--- config.mk ---
export PLATFORM = sky130hd
export DESIGN_NAME = nms_frame_ctrl_flat
export DESIGN_NICKNAME = d
export VERILOG_FILES = /design/src/rtl/nms_frame_ctrl_if.sv /design/src/rtl/nms_frame_ctrl.sv /design/src/flat_wrapper.sv
export SDC_FILE = /design/constraint.sdc
export NUM_CORES = 1
export LEC_CHECK = 0
export CAP_MARGIN = 10
export CORE_ASPECT_RATIO = 1.1
export CORE_UTILIZATION = 47
export CTS_CLUSTER_SIZE = 40
export DETAILED_ROUTE_END_ITERATION = 6
export PLACE_DENSITY = 0.81
export SYNTH_ARGS = -nofsm -noshare
export SYNTH_HDL_FRONTEND = slang
export SYNTH_SLANG_ARGS = --single-unit
export TNS_END_PERCENT = 50
--- constraint.sdc ---
create_clock -name i_clk -period 3.7 [get_ports i_clk]
set_input_delay 0.74 -clock i_clk [delete_from_list [all_inputs] [get_ports i_clk]]
set_output_delay 0.74 -clock i_clk [all_outputs]
set_load 0.005 [all_outputs]
--- src/rtl/nms_frame_ctrl_if.sv ---
// Bus bundle for the NMS frame sequencer: the upstream pixel stream, the NMS
// advance/pixel path, the NMS result path, and the keypoint/status outputs.
// Member names are written from the sequencer's point of view.
interface nms_frame_ctrl_if #(
    parameter int XW = 10,
    parameter int YW = 9,
    parameter int CW = 10
);
    logic          i_start;
    logic          i_valid;
    logic [7:0]    i_score;
    logic          i_flag;
    logic          o_ready;
    logic          o_nms_en;
    logic [7:0]    o_nms_score;
    logic          o_nms_flag;
    logic [7:0]    i_nms_score;
    logic          i_nms_flag;
    logic          o_kp_valid;
    logic [XW-1:0] o_kp_x;
    logic [YW-1:0] o_kp_y;
    logic [7:0]    o_kp_score;
    logic [CW-1:0] o_kp_count;
    logic          o_kp_overflow;
    logic          o_busy;
    logic          o_done;

    // Sequencer side
    modport slave (
        input  i_start, i_valid, i_score, i_flag, i_nms_score, i_nms_flag,
        output o_ready, o_nms_en, o_nms_score, o_nms_flag,
               o_kp_valid, o_kp_x, o_kp_y, o_kp_score, o_kp_count,
               o_kp_overflow, o_busy, o_done
    );

    // Environment side: upstream source, NMS instance, keypoint consumer
    modport master (
        output i_start, i_valid, i_score, i_flag, i_nms_score, i_nms_flag,
        input  o_ready, o_nms_en, o_nms_score, o_nms_flag,
               o_kp_valid, o_kp_x, o_kp_y, o_kp_score, o_kp_count,
               o_kp_overflow, o_busy, o_done
    );
endinterface

--- src/rtl/nms_frame_ctrl.sv ---
// Frame sequencer around the non-maximum-suppression stage. Streams raster
// pixels into NMS, pads NMS_LAT extra cycles after the last pixel to drain
// the line buffer, and turns surviving NMS results into (x, y, score)
// keypoint events with border masking and a saturating per-frame count.
module nms_frame_ctrl #(
    parameter int WIDTH   = 640,
    parameter int HEIGHT  = 480,
    parameter int NMS_LAT = WIDTH + 4,
    parameter int XW      = 10,
    parameter int YW      = 9,
    parameter int CW      = 10
) (
    input  logic             i_clk,
    input  logic             i_rst,
    nms_frame_ctrl_if.slave  bus
);

    // Enabled cycles per frame: every pixel plus the drain padding.
    localparam int TOTAL = WIDTH * HEIGHT + NMS_LAT;
    localparam int KW    = $clog2(TOTAL + 1);

    localparam logic [XW-1:0] X_LAST = XW'(WIDTH - 1);
    localparam logic [YW-1:0] Y_LAST = YW'(HEIGHT - 1);
    localparam logic [XW-1:0] X_MIN  = XW'(1);
    localparam logic [YW-1:0] Y_MIN  = YW'(1);
    localparam logic [XW-1:0] X_MAX  = XW'(WIDTH - 2);
    localparam logic [YW-1:0] Y_MAX  = YW'(HEIGHT - 2);
    localparam logic [KW-1:0] K_LAT  = KW'(NMS_LAT);
    localparam logic [KW-1:0] K_LAST = KW'(TOTAL - 1);
    localparam logic [CW-1:0] C_MAX  = {CW{1'b1}};

    typedef enum logic [1:0] {S_IDLE, S_STREAM, S_FLUSH, S_DONE} state_t;

    state_t        r_state;
    state_t        w_next;
    logic          w_start_acc;
    logic          w_ready;
    logic          w_en;
    logic [7:0]    w_nms_score;
    logic          w_nms_flag;
    logic          w_sample;
    logic          w_kp;

    logic [XW-1:0] r_in_x;
    logic [YW-1:0] r_in_y;
    logic [XW-1:0] r_out_x;
    logic [YW-1:0] r_out_y;
    logic [KW-1:0] r_k;

    logic          r_kp_vld_p1;
    logic [XW-1:0] r_kp_x_p1;
    logic [YW-1:0] r_kp_y_p1;
    logic [7:0]    r_kp_score_p1;
    logic [CW-1:0] r_kp_count;
    logic          r_kp_overflow;
    logic          r_busy;
    logic          r_done;

    // Count increment that sticks at the top value instead of wrapping.
    function automatic logic [CW-1:0] sat_inc(input logic [CW-1:0] c);
        return (c == C_MAX) ? c : c + CW'(1);
    endfunction

    // Next state, NMS enable and the pixel presented to NMS.
    always_comb begin
        w_next      = r_state;
        w_start_acc = 1'b0;
        w_ready     = 1'b0;
        w_en        = 1'b0;
        w_nms_score = 8'd0;
        w_nms_flag  = 1'b0;
        case (r_state)
            S_IDLE, S_DONE: begin
                if (bus.i_start) begin
                    w_next      = S_STREAM;
                    w_start_acc = 1'b1;
                end
            end
            S_STREAM: begin
                w_ready     = 1'b1;
                w_en        = bus.i_valid;
                w_nms_score = bus.i_score;
                w_nms_flag  = bus.i_flag;
                if (bus.i_valid && r_in_x == X_LAST && r_in_y == Y_LAST)
                    w_next = S_FLUSH;
            end
            S_FLUSH: begin
                // Pad pixels (score 0, flag 0) push the tail of the frame out.
                w_en = 1'b1;
                if (r_k == K_LAST)
                    w_next = S_DONE;
            end
            default: w_next = S_IDLE;
        endcase
    end

    // Results at the NMS output are valid once the pipeline has filled.
    assign w_sample = w_en && (r_k >= K_LAT);
    assign w_kp     = w_sample && bus.i_nms_flag &&
                      (r_out_x >= X_MIN) && (r_out_x <= X_MAX) &&
                      (r_out_y >= Y_MIN) && (r_out_y <= Y_MAX);

    // State register.
    always_ff @(posedge i_clk or posedge i_rst) begin
        if (i_rst) r_state <= S_IDLE;
        else       r_state <= w_next;
    end

    // Input raster, output raster and enabled-cycle counters; all stall with NMS.
    always_ff @(posedge i_clk or posedge i_rst) begin
        if (i_rst) begin
            r_in_x  <= '0;
            r_in_y  <= '0;
            r_out_x <= '0;
            r_out_y <= '0;
            r_k     <= '0;
        end else if (w_start_acc) begin
            r_in_x  <= '0;
            r_in_y  <= '0;
            r_out_x <= '0;
            r_out_y <= '0;
            r_k     <= '0;
        end else begin
            if (w_en)
                r_k <= r_k + KW'(1);
            if (w_en && r_state == S_STREAM) begin
                if (r_in_x == X_LAST) begin
                    r_in_x <= '0;
                    r_in_y <= (r_in_y == Y_LAST) ? '0 : r_in_y + YW'(1);
                end else begin
                    r_in_x <= r_in_x + XW'(1);
                end
            end
            if (w_sample) begin
                if (r_out_x == X_LAST) begin
                    r_out_x <= '0;
                    r_out_y <= (r_out_y == Y_LAST) ? '0 : r_out_y + YW'(1);
                end else begin
                    r_out_x <= r_out_x + XW'(1);
                end
            end
        end
    end

    // Sample -> keypoint event stage; coordinates and score hold between pulses.
    always_ff @(posedge i_clk or posedge i_rst) begin
        if (i_rst) begin
            r_kp_vld_p1   <= 1'b0;
            r_kp_x_p1     <= '0;
            r_kp_y_p1     <= '0;
            r_kp_score_p1 <= '0;
        end else begin
            r_kp_vld_p1 <= w_kp;
            if (w_kp) begin
                r_kp_x_p1     <= r_out_x;
                r_kp_y_p1     <= r_out_y;
                r_kp_score_p1 <= bus.i_nms_score;
            end
        end
    end

    // Per-frame keypoint count with sticky overflow once saturated.
    always_ff @(posedge i_clk or posedge i_rst) begin
        if (i_rst) begin
            r_kp_count    <= '0;
            r_kp_overflow <= 1'b0;
        end else if (w_start_acc) begin
            r_kp_count    <= '0;
            r_kp_overflow <= 1'b0;
        end else if (w_kp) begin
            r_kp_count    <= sat_inc(r_kp_count);
            r_kp_overflow <= r_kp_overflow | (r_kp_count == C_MAX);
        end
    end

    // Registered status: busy tracks the state, done pulses on entry to DONE.
    always_ff @(posedge i_clk or posedge i_rst) begin
        if (i_rst) begin
            r_busy <= 1'b0;
            r_done <= 1'b0;
        end else begin
            r_busy <= (w_next == S_STREAM) || (w_next == S_FLUSH);
            r_done <= (r_state == S_FLUSH) && (w_next == S_DONE);
        end
    end

    assign bus.o_ready       = w_ready;
    assign bus.o_nms_en      = w_en;
    assign bus.o_nms_score   = w_nms_score;
    assign bus.o_nms_flag    = w_nms_flag;
    assign bus.o_kp_valid    = r_kp_vld_p1;
    assign bus.o_kp_x        = r_kp_x_p1;
    assign bus.o_kp_y        = r_kp_y_p1;
    assign bus.o_kp_score    = r_kp_score_p1;
    assign bus.o_kp_count    = r_kp_count;
    assign bus.o_kp_overflow = r_kp_overflow;
    assign bus.o_busy        = r_busy;
    assign bus.o_done        = r_done;

endmodule
--- src/flat_wrapper.sv ---
// flat-port wrapper written by rule: the top's interface ports become plain ports
module nms_frame_ctrl_flat 
#(
    parameter int WIDTH   = 640,
    parameter int HEIGHT  = 480,
    parameter int NMS_LAT = WIDTH + 4,
    parameter int XW      = 10,
    parameter int YW      = 9,
    parameter int CW      = 10
)
  (i_clk, i_rst, bus_i_start, bus_i_valid, bus_i_score, bus_i_flag, bus_i_nms_score, bus_i_nms_flag, bus_o_ready, bus_o_nms_en, bus_o_nms_score, bus_o_nms_flag, bus_o_kp_valid, bus_o_kp_x, bus_o_kp_y, bus_o_kp_score, bus_o_kp_count, bus_o_kp_overflow, bus_o_busy, bus_o_done);
  nms_frame_ctrl_if #(.XW(XW), .YW(YW), .CW(CW)) bus_i ();
  input  logic i_clk;
  input  logic i_rst;
  input wire logic [$bits(bus_i.i_start)-1:0] bus_i_start;
  input wire logic [$bits(bus_i.i_valid)-1:0] bus_i_valid;
  input wire logic [$bits(bus_i.i_score)-1:0] bus_i_score;
  input wire logic [$bits(bus_i.i_flag)-1:0] bus_i_flag;
  input wire logic [$bits(bus_i.i_nms_score)-1:0] bus_i_nms_score;
  input wire logic [$bits(bus_i.i_nms_flag)-1:0] bus_i_nms_flag;
  output wire logic [$bits(bus_i.o_ready)-1:0] bus_o_ready;
  output wire logic [$bits(bus_i.o_nms_en)-1:0] bus_o_nms_en;
  output wire logic [$bits(bus_i.o_nms_score)-1:0] bus_o_nms_score;
  output wire logic [$bits(bus_i.o_nms_flag)-1:0] bus_o_nms_flag;
  output wire logic [$bits(bus_i.o_kp_valid)-1:0] bus_o_kp_valid;
  output wire logic [$bits(bus_i.o_kp_x)-1:0] bus_o_kp_x;
  output wire logic [$bits(bus_i.o_kp_y)-1:0] bus_o_kp_y;
  output wire logic [$bits(bus_i.o_kp_score)-1:0] bus_o_kp_score;
  output wire logic [$bits(bus_i.o_kp_count)-1:0] bus_o_kp_count;
  output wire logic [$bits(bus_i.o_kp_overflow)-1:0] bus_o_kp_overflow;
  output wire logic [$bits(bus_i.o_busy)-1:0] bus_o_busy;
  output wire logic [$bits(bus_i.o_done)-1:0] bus_o_done;
  assign bus_i.i_start = bus_i_start;
  assign bus_i.i_valid = bus_i_valid;
  assign bus_i.i_score = bus_i_score;
  assign bus_i.i_flag = bus_i_flag;
  assign bus_i.i_nms_score = bus_i_nms_score;
  assign bus_i.i_nms_flag = bus_i_nms_flag;
  assign bus_o_ready = bus_i.o_ready;
  assign bus_o_nms_en = bus_i.o_nms_en;
  assign bus_o_nms_score = bus_i.o_nms_score;
  assign bus_o_nms_flag = bus_i.o_nms_flag;
  assign bus_o_kp_valid = bus_i.o_kp_valid;
  assign bus_o_kp_x = bus_i.o_kp_x;
  assign bus_o_kp_y = bus_i.o_kp_y;
  assign bus_o_kp_score = bus_i.o_kp_score;
  assign bus_o_kp_count = bus_i.o_kp_count;
  assign bus_o_kp_overflow = bus_i.o_kp_overflow;
  assign bus_o_busy = bus_i.o_busy;
  assign bus_o_done = bus_i.o_done;
  nms_frame_ctrl #(.WIDTH(WIDTH), .HEIGHT(HEIGHT), .NMS_LAT(NMS_LAT), .XW(XW), .YW(YW), .CW(CW)) u_core (.i_clk(i_clk), .i_rst(i_rst), .bus(bus_i));
endmodule
# --- After elaboration in Yosys (flattened, before gate mapping) ---
# Index checks and enable logic that the tools add are counted.
word_totals:
  register_bits: 100
  output_inout_bits: 52
  wordCells: 92
op_classes:
  addsub: 6
  n_lt_le_gt_ge: 5
  n_eq_ne: 13
  muxes: 31
  n_bitwise: 1
  n_reduce_logical: 22
op_table:
  columns: ["op", "n"]
  rows:
  - ["$mux W10", 9]
  - ["$mux W9", 8]
  - ["$mux W19", 2]
  - ["$add A10 B1 Y10 const B", 3]
  - ["$eq A10 B10 Y1 const B", 3]
  - ["$add A19 B1 Y19 const B", 1]
  - ["$eq A19 B19 Y1 const B", 1]
  - ["$ge A19 B10 Y1 const B", 1]
  - ["$add A9 B1 Y9 const B", 2]
  - ["$eq A9 B9 Y1 const B", 2]
  - ["$reduce_bool A2 Y1", 6]
  - ["$ge A10 B1 Y1 const B", 1]
  - ["$le A10 B10 Y1 const B", 1]
  - ["$logic_and A1 B1 Y1", 10]
  - ["$ge A9 B1 Y1 const B", 1]
  - ["$le A9 B9 Y1 const B", 1]
  - ["$eq A2 B2 Y1 const B", 4]
  - ["$mux W8", 1]
  - ["$mux W1", 6]
  - ["$mux W2", 3]
  - ["$pmux W2 S3", 1]
  - ["$reduce_and A2 Y1", 3]
  - ["$eq A2 B1 Y1 const B", 2]
  - ["$logic_not A2 Y1", 1]
  - ["5 further kinds", 5]

# --- Longest topological paths before layout ---
logic_depth:
  ltp_word: 10
  ltp_mapped: 10
  ltp_nobuf: 8

# --- Worst setup path after synthesis ---
# Ideal clock, no wire load.
synth_path:
  kind: "input -> register"
  startpoint: "in bus_i_valid"
  endpoint: "reg u_core.r_kp_x_p1[0] (netlist: u_core.bus.o_kp_x[0])"
  setup_time_ns: 0.125
  arrival_time_ns: 2.084
  required_ns: 3.575
  setup_slack_ns: 1.491
  path_stages: 8
  path_buffers: 3
  path_cell_list: "a21oi_1 or2_1 buf_2 a211oi_4 nand2_4 buf_6 buf_12 mux2_4"
synth_between:
  elab_chain_cells: 7
synth_lines:
  columns: ["element", "line_no", "text"]
  rows:
  - ["from (decl)", "flat_wrapper.sv:16", "input wire logic [$bits(bus_i.i_valid)-1:0] bus_i_valid;"]
  - ["$pmux W1 S2", "nms_frame_ctrl.sv:72", "case (r_state)"]
  - ["$logic_and A1 B1 Y1", "nms_frame_ctrl.sv:98", "assign w_sample = w_en && (r_k >= K_LAT);"]
  - ["$logic_and A1 B1 Y1 (2 in series)", "nms_frame_ctrl.sv:99", "assign w_kp = w_sample && bus.i_nms_flag &&"]
  - ["$logic_and A1 B1 Y1 (2 in series)", "nms_frame_ctrl.sv:100", "(r_out_x >= X_MIN) && (r_out_x <= X_MAX) &&"]
  - ["$logic_and A1 B1 Y1", "nms_frame_ctrl.sv:101", "(r_out_y >= Y_MIN) && (r_out_y <= Y_MAX);"]
  - ["to (signal assigned)", "nms_frame_ctrl.sv:155", "r_kp_x_p1 <= r_out_x;"]
  - ["to (decl)", "nms_frame_ctrl.sv:51", "logic [XW-1:0] r_kp_x_p1;"]
# Every way passes these cells.
# A chain may end at the register's enable or synchronous reset.

# --- Worst setup path after layout ---
layout_path:
  startpoint: "reg u_core.r_state[1]"
  endpoint: "out bus_o_nms_en"
layout_between:
  elab_chain_cells: 2
  word_cells_on_any_way: 3
  classes_between: "eq/ne: 2; mux: 1"
layout_lines:
  columns: ["element", "line_no", "text"]
  rows:
  - ["from (decl)", "nms_frame_ctrl.sv:34", "state_t r_state;"]
  - ["from (signal assigned)", "nms_frame_ctrl.sv:106", "else r_state <= w_next;"]
  - ["$eq A2 B2 Y1 or $eq A2 B1 Y1 (tied branches)", "nms_frame_ctrl.sv:72", null]
  - ["$pmux W1 S2 *", "nms_frame_ctrl.sv:72", null]
  - ["to (decl)", "flat_wrapper.sv:22", "output wire logic [$bits(bus_i.o_nms_en)-1:0] bus_o_nms_en;"]
# Mark *: on every way between the ends. The rest lies on a longest branch, timed or not.

==> flow_metrics.tcl <==
set metrics [dict create \
    status "finished, final reports clean" \
    start_util_pct 48.61 \
    power_switching_w 0.0007936 \
    chipHeight_um 113.7 \
    synth_fa_ha_area_share_pct 3.523 \
    cts_tree "yes" \
    crit_arrival_ps 2570 \
    synth_xor_area_share_pct 1.808 \
    htree_levels 3 \
    synth_top_area_share_pct 46.97 \
    async_flop_share_pct 100.0 \
    cap_violations 0 \
    worstMarginPinSlew_ps 897.5 \
    track_usage_pct 20.92 \
    synth_mux_area_share_pct 9.934 \
    cp-start-kind "register" \
    port_buffers 73 \
    pwr-share-clk_pct 35.5 \
    ys_seq_area_share_pct 46.97 \
    synth_top_flop_cell "dfrtp_1" \
    path_clk_slew_ps 70 \
    antenna_found_initial 0 \
    skew_ps 5.922 \
    grt_pass1_vias 4215 \
    routed_wirelength_um 11910 \
    syn-num-nets 553 \
    period_share_pct 89.41 \
    vias_per_cell 5.838 \
    clock_latency_ps 350 \
    crit_fanout 14 \
    ios 74 \
    num_rows 40 \
    p_per_area_nw_per_um2 416.7 \
    cellInternalPower_w 0.001912 \
    synth-edff-count 0 \
    dr_total_vias 4314 \
    path_cells "inv_1, ha_1, a21oi_1, or2_1, inv_2, clkdlybuf4s50_1" \
    area_growth_pct 21.86 \
    cts_resized 0 \
    gp_congestion 0.8387 \
    synth_top_cells_by_area "dfrtp_1 (47%), mux2_4 (4.2%), nand2_1 (3.7%)" \
    dr.pass1.iters 5 \
    yosys.area_share.simple_pct 21.91 \
    drtIter0Drc 329 \
    grt-ovfl-total 0 \
    wl_per_cell_um 16.11 \
    yosys.area.top_type "dfrtp_1" \
    finalSetupViolations 0 \
    critPathBufInv 3 \
    fp.dieArea_sq_um 11770 \
    fin_crit_ps 3308 \
    cts-buffers-inserted 9 \
    cpMaxStageDelayCell "clkdlybuf4s50_1" \
    synth_seq_cells 100 \
    hold_violations 0 \
    synth_top_family_by_area "simple AND/OR/NAND/NOR gates" \
    hold_depth 1 \
    seqPwrFrac_pct 44.6 \
    cp_top_family "buffers and inverters" \
    critPathMaxStageDelay_ps 540 \
    r2r-start "u_core.r_state[1]$_DFF_PP0_" \
    rsz0062_at_grt "false" \
    combPwrFrac_pct 19.9 \
    drv_slew 0 \
    synth_area_sq_um 5328 \
    cts_hold_buf 0 \
    drc 0 \
    post-route-util_pct 59.24 \
    drive_gt1_share_pct 10.81 \
    grt_max_degree 59 \
    power_leakage_nw 2.870 \
    worstRegToRegCells 8 \
    clock-sinks 100 \
    synth_compound_area_share_pct 12.19 \
    diodes 0 \
    whs_ps 502.4 \
    swShare_pct 29.33 \
    dp_hpwl_um 8252 \
    num-nets-final 624 \
    synth.avg_cell_area_sq_um 10.32 \
    dieWidth_um 103.5 \
    clockRootBuffer "clkbuf_16" \
    hold_end "u_core.bus.o_kp_count[6]$_DFFE_PP0P_" \
    ant_nets 0 \
    hp-start "u_core.bus.o_kp_count[6]$_DFFE_PP0P_" \
    min_path_type "register to register" \
    core_sq_um 10960 \
    worstPathRequired_ps 2960 \
    max_slew_margin_pct 39.90 \
    cts_setup_buffers 0 \
    r2r-end "u_core.bus.o_kp_score[5]$_DFFE_PP0P_" \
    r2r_slack_ps 840 \
    timing_worst_setup_path_type "register to output pin" \
    fin_setup_tns_ps 0 \
    synthCells 516 \
    critPathCaptureType "output pin" \
    ys_types 66 \
    ir_drop_v 0.0002643 \
    clock_path_buffers 2 \
    max_freq_ghz 0.3023 \
    grt_pass1_wl_um 19820 \
    ys_warn_count 0 \
]
-- worst reg2reg max path, cell delays in order, from the launching register on --
cell and delay (ps):
dfrtp_1 380, inv_1 90, ha_1 390, a21oi_1 220, or2_1 380, a211oi_4 320, nand2_4 250, inv_2 340
mux2_2 380
-- stage by stage --
| stage | total power, W | setup slack (ps) | std cells | area, sq um |
|---|---|---|---|---|
| after floorplan | 0.001537 | 341.2 | 516 | 5328 |
| after global placement | 0.001731 | 475.3 | 723 | 6190 |
| after detailed placement | 0.001763 | 431.5 | 723 | 6190 |
| after CTS | 0.002719 | 391.8 | 739 | 6492 |
| after global routing | 0.002829 | 203.2 | 739 | 6492 |
| final | 0.002705 | 392.0 | 739 | 6492 |
-- synth_stat cells, types with 3 or more instances --
library cell	count
or3_1	8
nand2_1	52
nor4_1	8
o21ai_0	27
buf_6	3
nand4_1	17
mux2_4	15
xnor2_1	5
o31ai_1	8
dfrtp_1	100
and3_1	15
and2_1	16
nor3b_1	4
inv_1	18
o211ai_1	9
a21oi_1	16
nor2_1	28
xor2_1	6
mux2i_1	18
clkbuf_1	10
buf_2	5
nor4_2	3
mux2_2	11
a31oi_1	3
ha_1	15
and4_1	7
nand3_1	32
a211oi_1	5
o41ai_1	3
-- cell usage in the layout, fill, tap and decap left out, types with 16 or more instances in the layout --
| cell | netlist | routed |
|---|---|---|
| a21oi_1 | 16 | 16 |
| and2_1 | 16 | 16 |
| clkdlybuf4s50_1 | 0 | 73 |
| dfrtp_1 | 100 | 100 |
| inv_1 | 18 | 17 |
| mux2i_1 | 18 | 18 |
| nand2_1 | 52 | 52 |
| nand3_1 | 32 | 32 |
| nand4_1 | 17 | 17 |
| nor2_1 | 28 | 28 |
| o21ai_0 | 27 | 27 |
-- per-layer routing --
layer / up-vias / wire (um) / track usage [%]
li1: 2045 / - / -
met3: 22 / 476 / 3.714
met4: 0 / 252 / 9.662
met5: - / 0 / 0
met2: 114 / 5912 / 35.03
met1: 2133 / 5266 / 26.57
-- cells by family after synthesis --
| family | count (synthesis) |
|---|---|
| adder cells (fa/ha/maj) | 15 |
| XOR/XNOR | 11 |
| flip-flops | 100 |
| AND/OR/NAND/NOR | 211 |
| AO/OA/AOI/OAI | 95 |
| multiplexers | 44 |
| buffers and inverters | 40 |
-- final cells by class --
class / instances / area, sq um
sequential: 100 / 2502
clock inverter: 6 / 63.81
clock buffer: 10 / 239.0
tap: 147 / 183.9
inverter: 20 / 77.57
multi-input combinational: 376 / 2630
timing repair buffer: 80 / 795.8
fill: 877 / 4468
-- registers in the layout, summed over array words and instances, names as in the netlist, 2 cells and up --
| signal | cells |
|---|---|
| u_core.r_k | 19 |
| u_core.bus.o_kp_count | 10 |
| u_core.bus.o_kp_x | 10 |
| u_core.r_in_x | 10 |
| u_core.r_out_x | 10 |
| u_core.bus.o_kp_y | 9 |
| u_core.r_in_y | 9 |
| u_core.r_out_y | 9 |
| u_core.bus.o_kp_score | 8 |
| u_core.r_state | 2 |
-- power by group through the flow --
stage          Clock (W)  Sequential (W)  Combinational, W
2_1_floorplan          0         0.00121          0.000325
3_3_place_gp           0         0.00122          0.000510
3_5_place_dp           0         0.00123          0.000537
4_1_cts         0.000973         0.00121          0.000541
5_1_grt          0.00102         0.00121          0.000595
6_report        0.000960         0.00121          0.000538
-- worst max path at each step --
stage / startpoint / endpoint / cells past startpoint
after CTS: bus_i_valid / bus_o_nms_en / 5
final: u_core.r_state[1]$_DFF_PP0_ / bus_o_nms_en / 6
after global routing: u_core.r_state[1]$_DFF_PP0_ / bus_o_nms_en / 6
after detailed placement: bus_i_valid / bus_o_nms_en / 5
after floorplan: i_rst / u_core.bus.o_busy$_DFF_PP0_ / 1
after global placement: bus_i_valid / bus_o_nms_en / 5
No activity file was read; power rests on OpenSTA's default activity.
